===== config.mk =====
export PLATFORM = sky130hd
export DESIGN_NAME = spiflash_rom_if
export DESIGN_NICKNAME = d
export VERILOG_FILES = /design/src/rtl/spiflash_rom_if.sv
export SDC_FILE = /design/constraint.sdc
export NUM_CORES = 1
export LEC_CHECK = 0
export ABC_AREA = 1
export CAP_MARGIN = 5
export CORE_MARGIN = 2
export CORE_UTILIZATION = 50
export DETAILED_ROUTE_END_ITERATION = 16
export PLACE_DENSITY = 0.73
export SLEW_MARGIN = 5
export SYNTH_ARGS = -nofsm -noshare
export SYNTH_HDL_FRONTEND = slang
export SYNTH_SLANG_ARGS = --single-unit

===== constraint.sdc =====
create_clock -name clk -period 1.9 [get_ports clk]
set_input_delay 0.38 -clock clk [delete_from_list [all_inputs] [get_ports clk]]
set_output_delay 0.38 -clock clk [all_outputs]
set_load 0.02 [all_outputs]

===== src/rtl/spiflash_rom_if.sv =====
// Memory-bus slave that fetches 32-bit words from SPI NOR flash (READ 0x03, mode 0).
// Define SPIFLASH_SEQ_EN to keep CS low between reads and stream sequential words.
module spiflash_rom_if #(
  parameter int          CLK_DIV      = 2,
  parameter logic [23:0] FLASH_OFFSET = 24'h100000,
  parameter int          CS_GAP       = 2
) (
  input  logic        clk,
  input  logic        reset,
  input  logic        mem_valid,
  input  logic [23:0] mem_addr,
  input  logic [3:0]  mem_wstrb,
  output logic        mem_ready,
  output logic [31:0] mem_rdata,
  output logic        flash_csn,
  output logic        flash_clk,
  output logic        flash_mosi,
  input  logic        flash_miso
);

  localparam logic [2:0] S_IDLE  = 3'd0;
  localparam logic [2:0] S_SETUP = 3'd1;
  localparam logic [2:0] S_SHIFT = 3'd2;
  localparam logic [2:0] S_DONE  = 3'd3;
  localparam logic [2:0] S_GAP   = 3'd4;
`ifdef SPIFLASH_SEQ_EN
  localparam logic [2:0] S_HOLD  = 3'd5;
`endif

  localparam logic [7:0]  HALF_LAST = 8'(CLK_DIV - 1);
  localparam logic [15:0] GAP_LAST  = 16'(CS_GAP * CLK_DIV - 1);

  logic [2:0]  state;
  logic [63:0] sreg;
  logic [31:0] rsh;
  logic [7:0]  hcnt;
  logic [5:0]  bcnt;
  logic [15:0] gcnt;
  logic [23:0] fa;
  logic        unused_addr_lsb;
`ifdef SPIFLASH_SEQ_EN
  logic [23:0] last_fa;
  logic        is_rd;
`endif

  assign unused_addr_lsb = ^mem_addr[1:0];
  assign fa              = {mem_addr[23:2], 2'b00} + FLASH_OFFSET;
  assign flash_mosi      = sreg[63];
  // Bytes arrive first-to-last in rsh[31:24]..rsh[7:0]; first byte is the LSB of the word.
  assign mem_rdata = mem_ready ? {rsh[7:0], rsh[15:8], rsh[23:16], rsh[31:24]} : 32'h0;

  always_ff @(posedge clk) begin
    if (reset) begin
      state     <= S_IDLE;
      sreg      <= '0;
      rsh       <= '0;
      hcnt      <= '0;
      bcnt      <= '0;
      gcnt      <= '0;
      flash_csn <= 1'b1;
      flash_clk <= 1'b0;
      mem_ready <= 1'b0;
`ifdef SPIFLASH_SEQ_EN
      last_fa   <= '0;
      is_rd     <= 1'b0;
`endif
    end else begin
      mem_ready <= 1'b0;
      case (state)
        S_IDLE: if (mem_valid) begin
          rsh <= '0;
          if (|mem_wstrb) begin
            state     <= S_DONE;
            mem_ready <= 1'b1;
`ifdef SPIFLASH_SEQ_EN
            is_rd     <= 1'b0;
`endif
          end else begin
            sreg      <= {8'h03, fa, 32'h0};
            flash_csn <= 1'b0;
            hcnt      <= '0;
            state     <= S_SETUP;
`ifdef SPIFLASH_SEQ_EN
            last_fa   <= fa;
            is_rd     <= 1'b1;
`endif
          end
        end
        S_SETUP: begin
          if (hcnt == HALF_LAST) begin
            hcnt  <= '0;
            bcnt  <= 6'd63;
            state <= S_SHIFT;
          end else begin
            hcnt <= hcnt + 8'd1;
          end
        end
        S_SHIFT: begin
          // Sample in the first cycle of the SCK high half.
          if (flash_clk && hcnt == 8'd0)
            rsh <= {rsh[30:0], flash_miso};
          if (hcnt == HALF_LAST) begin
            hcnt <= '0;
            if (flash_clk) begin
              flash_clk <= 1'b0;
              if (bcnt == 6'd0) begin
                state     <= S_DONE;
                mem_ready <= 1'b1;
`ifndef SPIFLASH_SEQ_EN
                flash_csn <= 1'b1;
`endif
              end else begin
                bcnt <= bcnt - 6'd1;
                sreg <= {sreg[62:0], 1'b0};
              end
            end else begin
              flash_clk <= 1'b1;
            end
          end else begin
            hcnt <= hcnt + 8'd1;
          end
        end
        S_DONE: begin
`ifdef SPIFLASH_SEQ_EN
          if (is_rd) begin
            state <= S_HOLD;
          end else begin
            gcnt  <= GAP_LAST;
            state <= S_GAP;
          end
`else
          gcnt  <= GAP_LAST;
          state <= S_GAP;
`endif
        end
        S_GAP: begin
          if (gcnt == 16'd0) state <= S_IDLE;
          else gcnt <= gcnt - 16'd1;
        end
`ifdef SPIFLASH_SEQ_EN
        S_HOLD: if (mem_valid) begin
          if (mem_wstrb == 4'h0 && fa == last_fa + 24'd4) begin
            // Flash is still streaming: clock out just the next data word.
            rsh     <= '0;
            sreg    <= '0;
            bcnt    <= 6'd31;
            hcnt    <= '0;
            last_fa <= fa;
            state   <= S_SHIFT;
          end else begin
            flash_csn <= 1'b1;
            gcnt      <= GAP_LAST;
            state     <= S_GAP;
          end
        end
`endif
        default: state <= S_IDLE;
      endcase
    end
  end

endmodule


# [After elaboration in Yosys (flattened, before gate mapping)]
# Index checks and enable logic that the tools add are counted.
[word_totals] reg_bits=132 wordCells=89
[classes] n_addsub=4 eq_ne=15 n_mux=42 reduce_logical=19
[op_table] cell="64-bit two-way mux" n=5
[op_table] cell="64-bit one-hot mux with 2 select lines" n=1
[op_table] cell="32-bit two-way mux" n=3
[op_table] cell="32-bit one-hot mux with 2 select lines" n=1
[op_table] cell="16-bit one-hot mux with 2 select lines" n=1
[op_table] cell="24-bit by 21-bit adder with 24-bit output, second input constant" n=1
[op_table] cell="6-bit two-way mux" n=4
[op_table] cell="8-bit two-way mux" n=3
[op_table] cell="2-bit inequality test, second input constant" n=10
[op_table] cell="3-bit two-way mux" n=6
[op_table] cell="6-bit AND reduction" n=3
[op_table] cell="16-bit zero test" n=1
[op_table] cell="16-bit two-way mux" n=1
[op_table] cell="8-bit one-hot mux with 2 select lines" n=1
[op_table] cell="16-bit by 1-bit subtractor with 16-bit output, second input constant" n=1
[op_table] cell="3-bit one-hot mux with 5 select lines" n=1
[op_table] cell="6-bit one-hot mux with 2 select lines" n=1
[op_table] cell="1-bit two-way mux" n=11
[op_table] cell="8-bit by 1-bit adder with 8-bit output, second input constant" n=1
[op_table] cell="8-bit by 1-bit == test with 1-bit output, second input constant" n=1
[op_table] cell="8-bit zero test" n=1
[op_table] cell="2-bit nonzero test" n=4
[op_table] cell="3-bit by 2-bit == test with 1-bit output, second input constant" n=2
[op_table] cell="6-bit zero test" n=1
[op_table] cell="other kinds (12)" n=15

# [Longest topological paths before layout]
# Gate-level depths: netlist of the first run.
[depth] depth_word=5 depth_mapped=12

# [Least setup slack after synthesis of the first run]
# OpenSTA, ideal clock, no wires.
[synth_timing] path_kind="reg-to-reg" start="register gcnt[0]" end="register gcnt[12]" setup_ps=128 t_arrival_ps=1411 required_ps=1772 setup_slack_ps=362 stages_incl_launch_ff=11 n_path_buf=1 synth_period_minus_slack_ps=1538 path_cell_list="dfxtp_1 > inv_1 > ha_1 > nand2_1 > nor2_1 > nand2_1 > a21oi_1 > buf_2 > nor2_1 > nor2_1 > nor2_1"
[synth_between] elab_chain_cells=3 elab_cells_between_ends=6 classes_between="1 x add/sub; 1 x eq/ne; 2 x mux; 2 x reduce/logical"
[synth_lines] item="from (decl)" line="38" text="logic [15:0] gcnt;"
[synth_lines] item="from (signal assigned)" line="138" text="else gcnt <= gcnt - 16'd1;"
[synth_lines] item="16-bit by 1-bit subtractor with 16-bit output / 16-bit zero test (equally long branches)" line="138, 137"
[synth_lines] item="16-bit two-way mux / 2-bit inequality test (equally long branches)"
[synth_lines] item="16-bit one-hot mux with 2 select lines / 2-bit AND reduction (equally long branches)"
# Parallel ways exist; a longest one is shown, timed or not. The select of a mux whose other input is x is not followed.
# A chain may end at the register's enable or synchronous reset.

# [Final worst setup path of the first run]
[layout_timing] start="register mem_ready" end="output port mem_rdata[6]"
[layout_between] elab_chain_cells=1
[layout_lines] item="from (decl)" line="13" text="output logic mem_ready,"
[layout_lines] item="from (signal assigned)" line="62" text="mem_ready <= 1'b0;"
[layout_lines] item="from (signal assigned)" line="68" text="mem_ready <= 1'b0;"
[layout_lines] item="from (signal assigned)" line="74" text="mem_ready <= 1'b1;"
[layout_lines] item="32-bit two-way mux" line="50" text="assign mem_rdata = mem_ready ? {rsh[7:0], rsh[15:8], rsh[23:16], rsh[31:24]} : 32'h0;"
[layout_lines] item="to (decl)" line="14" text="output logic [31:0] mem_rdata,"
# No other way between the ends.

==> results.md, run 1 <==
- Synth Register Bits: 98
- Pwr per Cell Area: 1430 nW/µm²
- Setup violations, final: 0
- Die height: 108 µm
- Routed Antenna Nets: 0
- Synth-to-Final Area Change: 20.0%
- P_sw: 4.05 mW
- H-tree depth: 3
- Slew HR: 0.745
- Count of cell types in the netlist: 28
- Avg Cell Area, Syn: 6.25 µm²
- WP buf/inv: 3
- Largest net degree at the start of global routing: 50
- Fmax: 557 MHz
- WP data arrival: 1.41 ns
- Die ar.: 11700 µm²
- Wirelength per Cell: 10.4 µm
- Combinational share of power: 0.515
- DRC violations left: 0
- Startpoint types: flop
- Clk_lat worst skew: 0.37 ns
- Ys Warns: 0
- I/O Buffers: 65
- CTS sink count: 98
- TritonCTS clock tree: yes
- Vias/cell: 4.75
- Mapped Cells: 866
- First-pass GRT wire length: 19300 µm
- Unrepaired setup endpoints after global routing: no
- Antenna violations before repair: 0
- Total of max-cap violations: 0
- GRT Residual Overflow: 0
- Crit-path max cell delay: 0.37 ns
- Final hold slack: 0.474 ns
- Clock Skews: 0.0131 ns
- Clock buffers created by TritonCTS: 9
- CP Max Fanout: 33
- Slew @ Worst Pin: 0.380 ns
- Total track usage: 0.199
- DR vias: 5113
- Fraction of layout cells with a size suffix above 1: 0.0704
- Setup CP Type: reg -> out
- Vias in the first global route: 4438
- Iter 0 DRT Violations: 340
- CP endpoint kind: output pin
- Clock buffer depth: 2
- Seq/Total Area, Yosys: 0.362
- Reg clk slew, reported paths: 0.10 ns
- Clock share of power: 0.146
- Hold Path Class: reg -> reg
- Diode count: 0
- Status: complete, no violations
- Largest delay share family, worst path: buffers and inverters
- # hold bufs at CTS: 0
- Total setup buffers inserted after CTS: 0
- Total core area: 10700 µm²
- VDD IR max: 992 µV
- # IOs: 68
- Fin crit share: 0.945
- Global placement routability congestion: 0.879
- First-pass DRT Iterations: 4
- Die Wd: 108 µm
- Critical Path RT: 1.52 ns
- Clock Tree Root: clkbuf_8
- Top FF cell, synth: dfxtp_1
- Slew Limit Fails: 0
- CP Cell Sequence: buf_12, nand2_1, inv_1, dlygate4sd2_1
- Mapped Area: 5420 µm²
- Sequential Power Share: 0.339
- Final hold vios: 0
- Final Util: 0.608
- Sw Ratio: 0.434
- Final WL: 11300 µm
- Post-DP HPWL: 7620 µm
- Minimum clock period: 1.79 ns
- Starting Density: 0.506
- Leakage: 3.26 nW
- Internal power: 5.28 mW
- EDFF count, synth: 0
- Core Rows: 38
- Syn nets: 905
- Slowest CP cell: dfxtp_1
- Async set or reset register ratio after synthesis: 0
- Nets: 972
logic make-up after synthesis:
group           Yosys count  synth area share
fa+ha+maj                 7            0.0162
flops                    98             0.362
xor+xnor                 10            0.0162
simple gates            422             0.336
buf+inv                 203             0.152
compound gates          126             0.117
metrics by stage:
step	setup TNS, ns	instance area (µm²)	setup slack [ns]	total power, mW	cells
floorplan	0	5420	0.362	6.72	866
global placement	-0.316	6340	-0.0285	7.93	1062
detailed placement	-0.473	6340	-0.0465	8.00	1062
CTS	0	6480	0.0337	9.32	1077
global route	0	6500	0.00374	10.3	1077
finish	0	6500	0.105	9.32	1077
power groups by stage:
stage                     Clock [mW]  Combinational (mW)  Sequential (mW)
after global routing            1.47                5.53             3.25
after global placement             0                4.75             3.18
after CTS                       1.38                4.78             3.16
final                           1.36                4.80             3.16
after detailed placement           0                4.80             3.21
after floorplan                    0                3.57             3.15
cells in the final DEF, fill, tap and decap left out, drive strengths merged:
cell type,Yosys,layout
o311ai,1,1
clkdlybuf4s15,0,1
nand3,50,50
ha,7,7
dlymetal6s2s,0,1
o21ai,63,63
a21oi,62,62
dlygate4sd2,0,32
clkdlybuf4s50,0,31
clkbuf,14,10
buf,26,31
bufinv,0,1
nor3,5,5
clkinvlp,0,2
inv,163,164
nand4,5,5
nand2,208,208
nor2,128,128
nand3b,25,25
xnor2,2,2
or2,1,1
dfxtp,98,98
xor2,8,8
clkinv,0,1
Yosys cell counts, types with 5 or more instances:
library cell | number | share of area
a21oi_1 | 62 | 0.057
dfxtp_1 | 98 | 0.36
nand3b_1 | 24 | 0.033
nand3_1 | 49 | 0.045
xor2_1 | 8 | 0.013
o21ai_0 | 63 | 0.058
inv_1 | 160 | 0.11
nand2_1 | 201 | 0.14
clkbuf_1 | 13 | 0.0090
nand4_1 | 5 | 0.0058
nor2_1 | 124 | 0.086
nand2_2 | 7 | 0.0081
ha_1 | 7 | 0.016
buf_2 | 14 | 0.013
tightest hold or removal path: stages (launching register included):
cell and delay, ns:
dfxtp_1 0.32, inv_1 0.06, a21oi_1 0.06
what timing repair did:
action / in CTS / in global routing
pin swaps: 0 / 1
resized for setup: 33 / 7
cloned: 0 / 0
endpoints found under the setup margin: 33 / 61
sequential cells by signal, indices dropped and copies added, names as in the netlist:
name       count
gcnt          16
mem_ready      1
state          3
sreg          30
flash_clk      1
bcnt           6
rsh           32
hcnt           8
flash_csn      1
cell type report:
class | count | area, µm²
tap | 140 | 175
clock inverter | 5 | 62.6
sequential | 98 | 1960
inverter | 163 | 612
fill | 1045 | 4200
timing repair buffer | 96 | 921
multi-input combinational | 565 | 2640
clock buffer | 10 | 128
worst paths after layout:
kind | from | slack, ns | cells past startpoint | endpoint
hold / removal | rsh[5] | 0.47 | 2 | rsh[5]
setup / recovery | mem_ready | 0.11 | 4 | mem_rdata[6]
hold reg to reg | rsh[5] | 0.47 | 2 | rsh[5]
setup reg to reg | state[0] | 0.17 | 8 | bcnt[5]
per-layer routing:
layer / track usage / vias up / wire length (µm) / part of all wire
met3: 0.0253 / 14 / 431 / 0.038
met2: 0.341 / 94 / 5170 / 0.46
li1: - / 2763 / - / -
met1: 0.259 / 2242 / 5500 / 0.49
met5: 0 / - / 0 / 0
met4: 0.0705 / 0 / 152 / 0.014
Power figures use the tool's default switching activity.
==> inputs of run 2 (changes only) <==
--- a/config.mk
+++ b/config.mk
@@ -6,11 +6,11 @@
 export NUM_CORES = 1
 export LEC_CHECK = 0
 export ABC_AREA = 1
-export CAP_MARGIN = 5
 export CORE_MARGIN = 2
 export CORE_UTILIZATION = 50
 export DETAILED_ROUTE_END_ITERATION = 16
-export PLACE_DENSITY = 0.73
+export DONT_BUFFER_PORTS = 1
+export GPL_TIMING_DRIVEN = 0
 export SLEW_MARGIN = 5
 export SYNTH_ARGS = -nofsm -noshare
 export SYNTH_HDL_FRONTEND = slang
==> results.md, run 2 (synthesis gave the netlist of run 1 again) <==
- Status: complete, no violations
- H-tree depth: 3
- P_sw: 4.10 mW
- Slew HR: 0.630
- Total setup buffers inserted after CTS: 0
- Global placement routability congestion: 0.898
- VDD IR max: 656 µV
- Biggest regs: rsh (32), sreg (30), gcnt (16)
- Diode count: 0
- Synth-to-Final Area Change: 8.20%
- Min-Delay Path Depth: 1
- Clock buffers created by TritonCTS: 9
- Fmax: 558 MHz
- Wirelength per Cell: 12.1 µm
- Antenna violations before repair: 0
- Top reg by flops: rsh
- Launching point of the worst reg2reg path: state[2]
- Final WL: 12300 µm
- Pwr Total: 9.31 mW
- GRT Residual Overflow: 0
- Clock Skews: 0.00840 ns
- Clock share of power: 0.176
- Final WS setup: 0.107 ns
- Flop2flop setup slack: 0.14 ns
- # IOs: 68
- CP endpoint kind: output pin
- Leakage: 2.85 nW
- CP Max Fanout: 10
- First-pass DRT Iterations: 4
- I/O Buffers: 0
- Total track usage: 0.219
- Sw Ratio: 0.440
- Pre-CTS setup slack: -0.0649 ns
- Fin crit share: 0.944
- Worst r2r dst: gcnt[13]
- Post-DP HPWL: 8910 µm
- Critical Path RT: 1.52 ns
- Combinational share of power: 0.480
- Die height: 108 µm
- CTS sink count: 98
- Unrepaired setup endpoints after global routing: yes
- Sequential Power Share: 0.344
- Clk_lat worst skew: 0.38 ns
- Die Wd: 108 µm
- Routed Antenna Nets: 0
- Total of max-cap violations: 0
- Number of flip-flops in the largest register: 32
- Fraction of layout cells with a size suffix above 1: 0.0772
- Total core area: 10700 µm²
- Startpoint types: flop
- Worst Hold Launch: reset
- Clock buffer depth: 2
- Iter 0 DRT Violations: 299
- Setup CP Type: reg -> out
- Vias in the first global route: 4535
- Minimum clock period: 1.79 ns
- End of the worst hold path: bcnt[5]
- Die ar.: 11700 µm²
- Most common cell after layout, fill and taps aside: nand2_1
- Final hold vios: 0
- # hold bufs at CTS: 0
- First-pass GRT wire length: 20600 µm
- R2R depth: 8
- Starting Density: 0.506
- Reg clk slew, reported paths: 0.10 ns
- Slew @ Worst Pin: 0.555 ns
- Vias/cell: 4.94
- Largest net degree at the start of global routing: 16
- Hold Path Class: in -> reg
- DR vias: 5040
- Nets: 916
- Internal power: 5.21 mW
- DRC violations left: 0
- Slew Limit Fails: 0
- Core Rows: 38
- Pwr per Cell Area: 1590 nW/µm²
- Most used cells in the layout excluding fill and tap cells: nand2_1 (200), inv_1 (159), nor2_1 (124), dfxtp_1 (95), o21ai_0 (62)
- Setup violations, final: 0
- Clock Tree Root: clkbuf_8
- WP data arrival: 1.41 ns
- TritonCTS clock tree: yes
==> run 2: changes by cell type in the layout (fill, tap and decap cells not counted), moves of 4 or more <==
cell and change:
clkdlybuf4s50_1 -31, buf_12 -6, buf_6 +4, buf_1 +4, dlygate4sd2_1 -32, clkbuf_2 +5, buf_4 -20, clkbuf_1 +8
buf_2 +13
==> run 2: what timing repair did <==
action | CTS | global route
endpoints found under the hold margin | 0 | 0
endpoints found under the setup margin | 61 | 64
gates resized for setup | 5 | 12
==> run 2: worst max-delay path by stage <==
stage	from	to	slack (ns)	cells after the start
final	mem_ready	mem_rdata[30]	0.11	3
after global routing	state[2]	gcnt[13]	-0.04	8
after CTS	gcnt[0]	gcnt[13]	0.01	10
after detailed placement	flash_clk	rsh[11]	-0.06	6
after global placement	flash_clk	rsh[19]	-0.002	6
after floorplan	gcnt[0]	gcnt[12]	0.36	10
==> run 2: power groups by stage <==
stage	registers [mW]	clock network, mW	logic, mW
finish	3.20	1.64	4.47
global route	3.29	1.76	5.21
CTS	3.21	1.69	4.46
detailed placement	3.25	0	4.42
global placement	3.23	0	4.32
floorplan	3.15	0	3.57
==> run 2: layout make-up <==
class                           instances  area [µm²]
Buffer                                 40         221
Clock buffer                           10         138
Clock inverter                          5         103
Fill cell                            1112        4840
Inverter                              163         612
Multi-Input combinational cell        565        2650
Sequential cell                        98        1970
Tap cell                              140         175
==> run 2: per-stage QoR <==
step	util	std cells	setup TNS, ns	hold slack (ns)	cell area, µm²
2_1_floorplan	-	866	0	0.445	5420
4_1_cts	0.546	1021	0	0.0383	5840
3_5_place_dp	0.523	1006	-1.30	0.455	5590
5_1_grt	0.548	1021	-0.0421	0.0346	5860
3_3_place_gp	0.523	1006	-0.00352	0.450	5590
6_report	0.548	1021	0	0.0524	5860
==> run 2: critical path: stages (launching register included) <==
cell and delay [ns]:
dfxtp_2 0.47, clkbuf_2 0.28, nand2_1 0.11, inv_1 0.17
==> run 2: per-layer routing <==
layer | GRT usage | up-vias | wire (µm)
met5 | 0 | - | 0
met4 | 0.0879 | 0 | 242
met3 | 0.0404 | 16 | 521
met2 | 0.355 | 102 | 5630
met1 | 0.289 | 2260 | 5920
li1 | - | 2662 | -
==> inputs of run 3 (changes only) <==
--- a/config.mk
+++ b/config.mk
@@ -11,6 +11,7 @@
 export DETAILED_ROUTE_END_ITERATION = 16
 export DONT_BUFFER_PORTS = 1
 export GPL_TIMING_DRIVEN = 0
+export SETUP_SLACK_MARGIN = 0.5
 export SLEW_MARGIN = 5
 export SYNTH_ARGS = -nofsm -noshare
 export SYNTH_HDL_FRONTEND = slang
==> results.md, run 3 (synthesis gave the netlist of run 1 again) <==
- Starting Density: 0.506
- P_sw: 6.09 mW
- H-tree depth: 3
- Pwr per Cell Area: 1650 nW/µm²
- First-pass GRT wire length: 23900 µm
- Crit-path max cell delay: 0.37 ns
- Vias/cell: 5.22
- Minimum clock period: 1.66 ns
- CP dominant cell by count: nand2_2
- Top reg by flops: rsh
- Setup crit end: sreg[57]
- Status: complete, no violations
- Largest delay share family, worst path: simple AND/OR/NAND/NOR gates
- Diode count: 0
- VDD IR max: 760 µV
- GRT Residual Overflow: 0
- TritonCTS clock tree: yes
- Sw Ratio: 0.457
- Setup violations, final: 0
- Antenna violations before repair: 0
- Most used cells in the layout excluding fill and tap cells: nand2_1 (119), inv_1 (108), nor2_1 (88), dfxtp_1 (75), buf_4 (54)
- Slowest CP cell: dfxtp_4
- CP Max Fanout: 7
- Vias in the first global route: 5029
- Nets: 1004
- Wirelength per Cell: 15.3 µm
- CP endpoint kind: flop
- Largest net degree at the start of global routing: 15
- Fillers: 777
- Combinational share of power: 0.641
- Flop2flop setup slack: 0.24 ns
- Fmax: 602 MHz
- Footprint of the multi-input gates: 3680 µm²
- CTS sink count: 98
- CP Cell Sequence: inv_1, nand2_1, nor2_2, nand2_2, nand2_2, nor2_4, nand2_4, buf_6, nand2_2, inv_1, nor2_1
- WP data arrival: 1.94 ns
- Sequential Power Share: 0.254
- I/O Buffers: 0
- Sum of negative setup slack: 0 ns
- Fin crit share: 0.875
- Reg clk slew, reported paths: 0.09 ns
- Total of max-cap violations: 0
- WP depth: 11
- # hold bufs at CTS: 0
- Startpoint types: flop
- Slew Limit Fails: 0
- R2R depth: 11
- Number of flip-flops in the largest register: 32
- Routed Antenna Nets: 0
- Total track usage: 0.259
- Pwr Total: 13.3 mW
- Worst r2r dst: sreg[57]
- Die Wd: 108 µm
- Die ar.: 11700 µm²
- Final hold vios: 0
- Total core area: 10700 µm²
- Critical path startpoint: state[2]
- Critical Path RT: 2.18 ns
- Hold Path Class: in -> reg
- Final WL: 16900 µm
- Leakage: 3.76 nW
- Iter 0 DRT Violations: 314
- Clk_lat worst skew: 0.38 ns
- Final Util: 0.758
- Clock buffers created by TritonCTS: 9
- WP buf/inv: 3
- Clock buffer depth: 2
- Slew HR: 0.487
- Die height: 108 µm
- # IOs: 68
- Core Rows: 38
- Slew @ Worst Pin: 0.769 ns
- Clock share of power: 0.105
- Launching point of the worst reg2reg path: state[2]
- Internal power: 7.25 mW
- Biggest regs: rsh (32), sreg (30), gcnt (16)
- DRC violations left: 0
- Unrepaired setup endpoints after global routing: yes
- FF+latch area: 2020 µm²
- Post-DP HPWL: 9160 µm
- Synth-to-Final Area Change: 49.8%
- Clock Skews: 0.00980 ns
- Clock Tree Root: clkbuf_8
- DR vias: 5782
- Global placement routability congestion: 0.874
- Most common cell after layout, fill and taps aside: nand2_1
- First-pass DRT Iterations: 5
- Setup CP Type: reg -> reg
- Fraction of layout cells with a size suffix above 1: 0.413
run 3: cell count changes in the layout (fill, tap and decap cells not counted), moves of 28 or more:
cell and delta:
buf_4 +49, nor2_1 -36, nand2_1 -81, inv_2 +28
nand2_2 +41, o21ai_0 -40, inv_1 -51, nand2_4 +35
run 3: what timing repair did:
item | in CTS | in global routing
cloned | 16 | 6
buffers inserted | 44 | 22
resized for setup | 260 | 244
setup endpoints to repair | 125 | 130
pin swaps | 72 | 88
run 3: worst min-delay path by stage:
stage | from | depth (start not counted) | end
5_1_grt | reset | 1 | bcnt[5]
6_report | reset | 1 | bcnt[5]
4_1_cts | reset | 1 | bcnt[5]
2_1_floorplan | rsh[15] | 2 | rsh[15]
3_5_place_dp | reset | 1 | bcnt[5]
3_3_place_gp | reset | 1 | bcnt[5]
run 3: layout make-up:
cell class,count,area share
flip-flops and latches,98,0.248
clock buffers,12,0.0191
well taps,140,0.0216
clock inverters,2,0.00463
inverters,163,0.0841
multi-input cells,567,0.453
plain buffers,40,0.0551
repair buffers,86,0.114
run 3: per-stage QoR:
stage               instance area, µm²  setup WS (ns)  std cells  hold slack, ns
finish                            8110          0.238       1108          0.0605
floorplan                         5470          0.477        866           0.445
global placement                  5650          0.143       1006           0.452
detailed placement                5650          0.107       1006           0.453
CTS                               7050          0.285       1080          0.0511
global route                      8110          0.160       1108          0.0524
run 3: routing by layer:
metal	wire, µm	up-vias	GRT usage	share of wire
met1	7150	2735	0.324	0.42
met5	0	-	0	0
li1	-	2867	-	-
met3	738	40	0.0482	0.044
met2	8570	140	0.439	0.51
met4	484	0	0.109	0.029
run 3: power by group through the flow:
stage          clock network, mW  logic (mW)  registers (mW)
2_1_floorplan                  0        3.67            3.16
3_3_place_gp                   0        4.44            3.25
3_5_place_dp                   0        4.54            3.27
4_1_cts                     1.41        6.75            3.25
5_1_grt                     1.49        9.24            3.46
6_report                    1.40        8.56            3.38
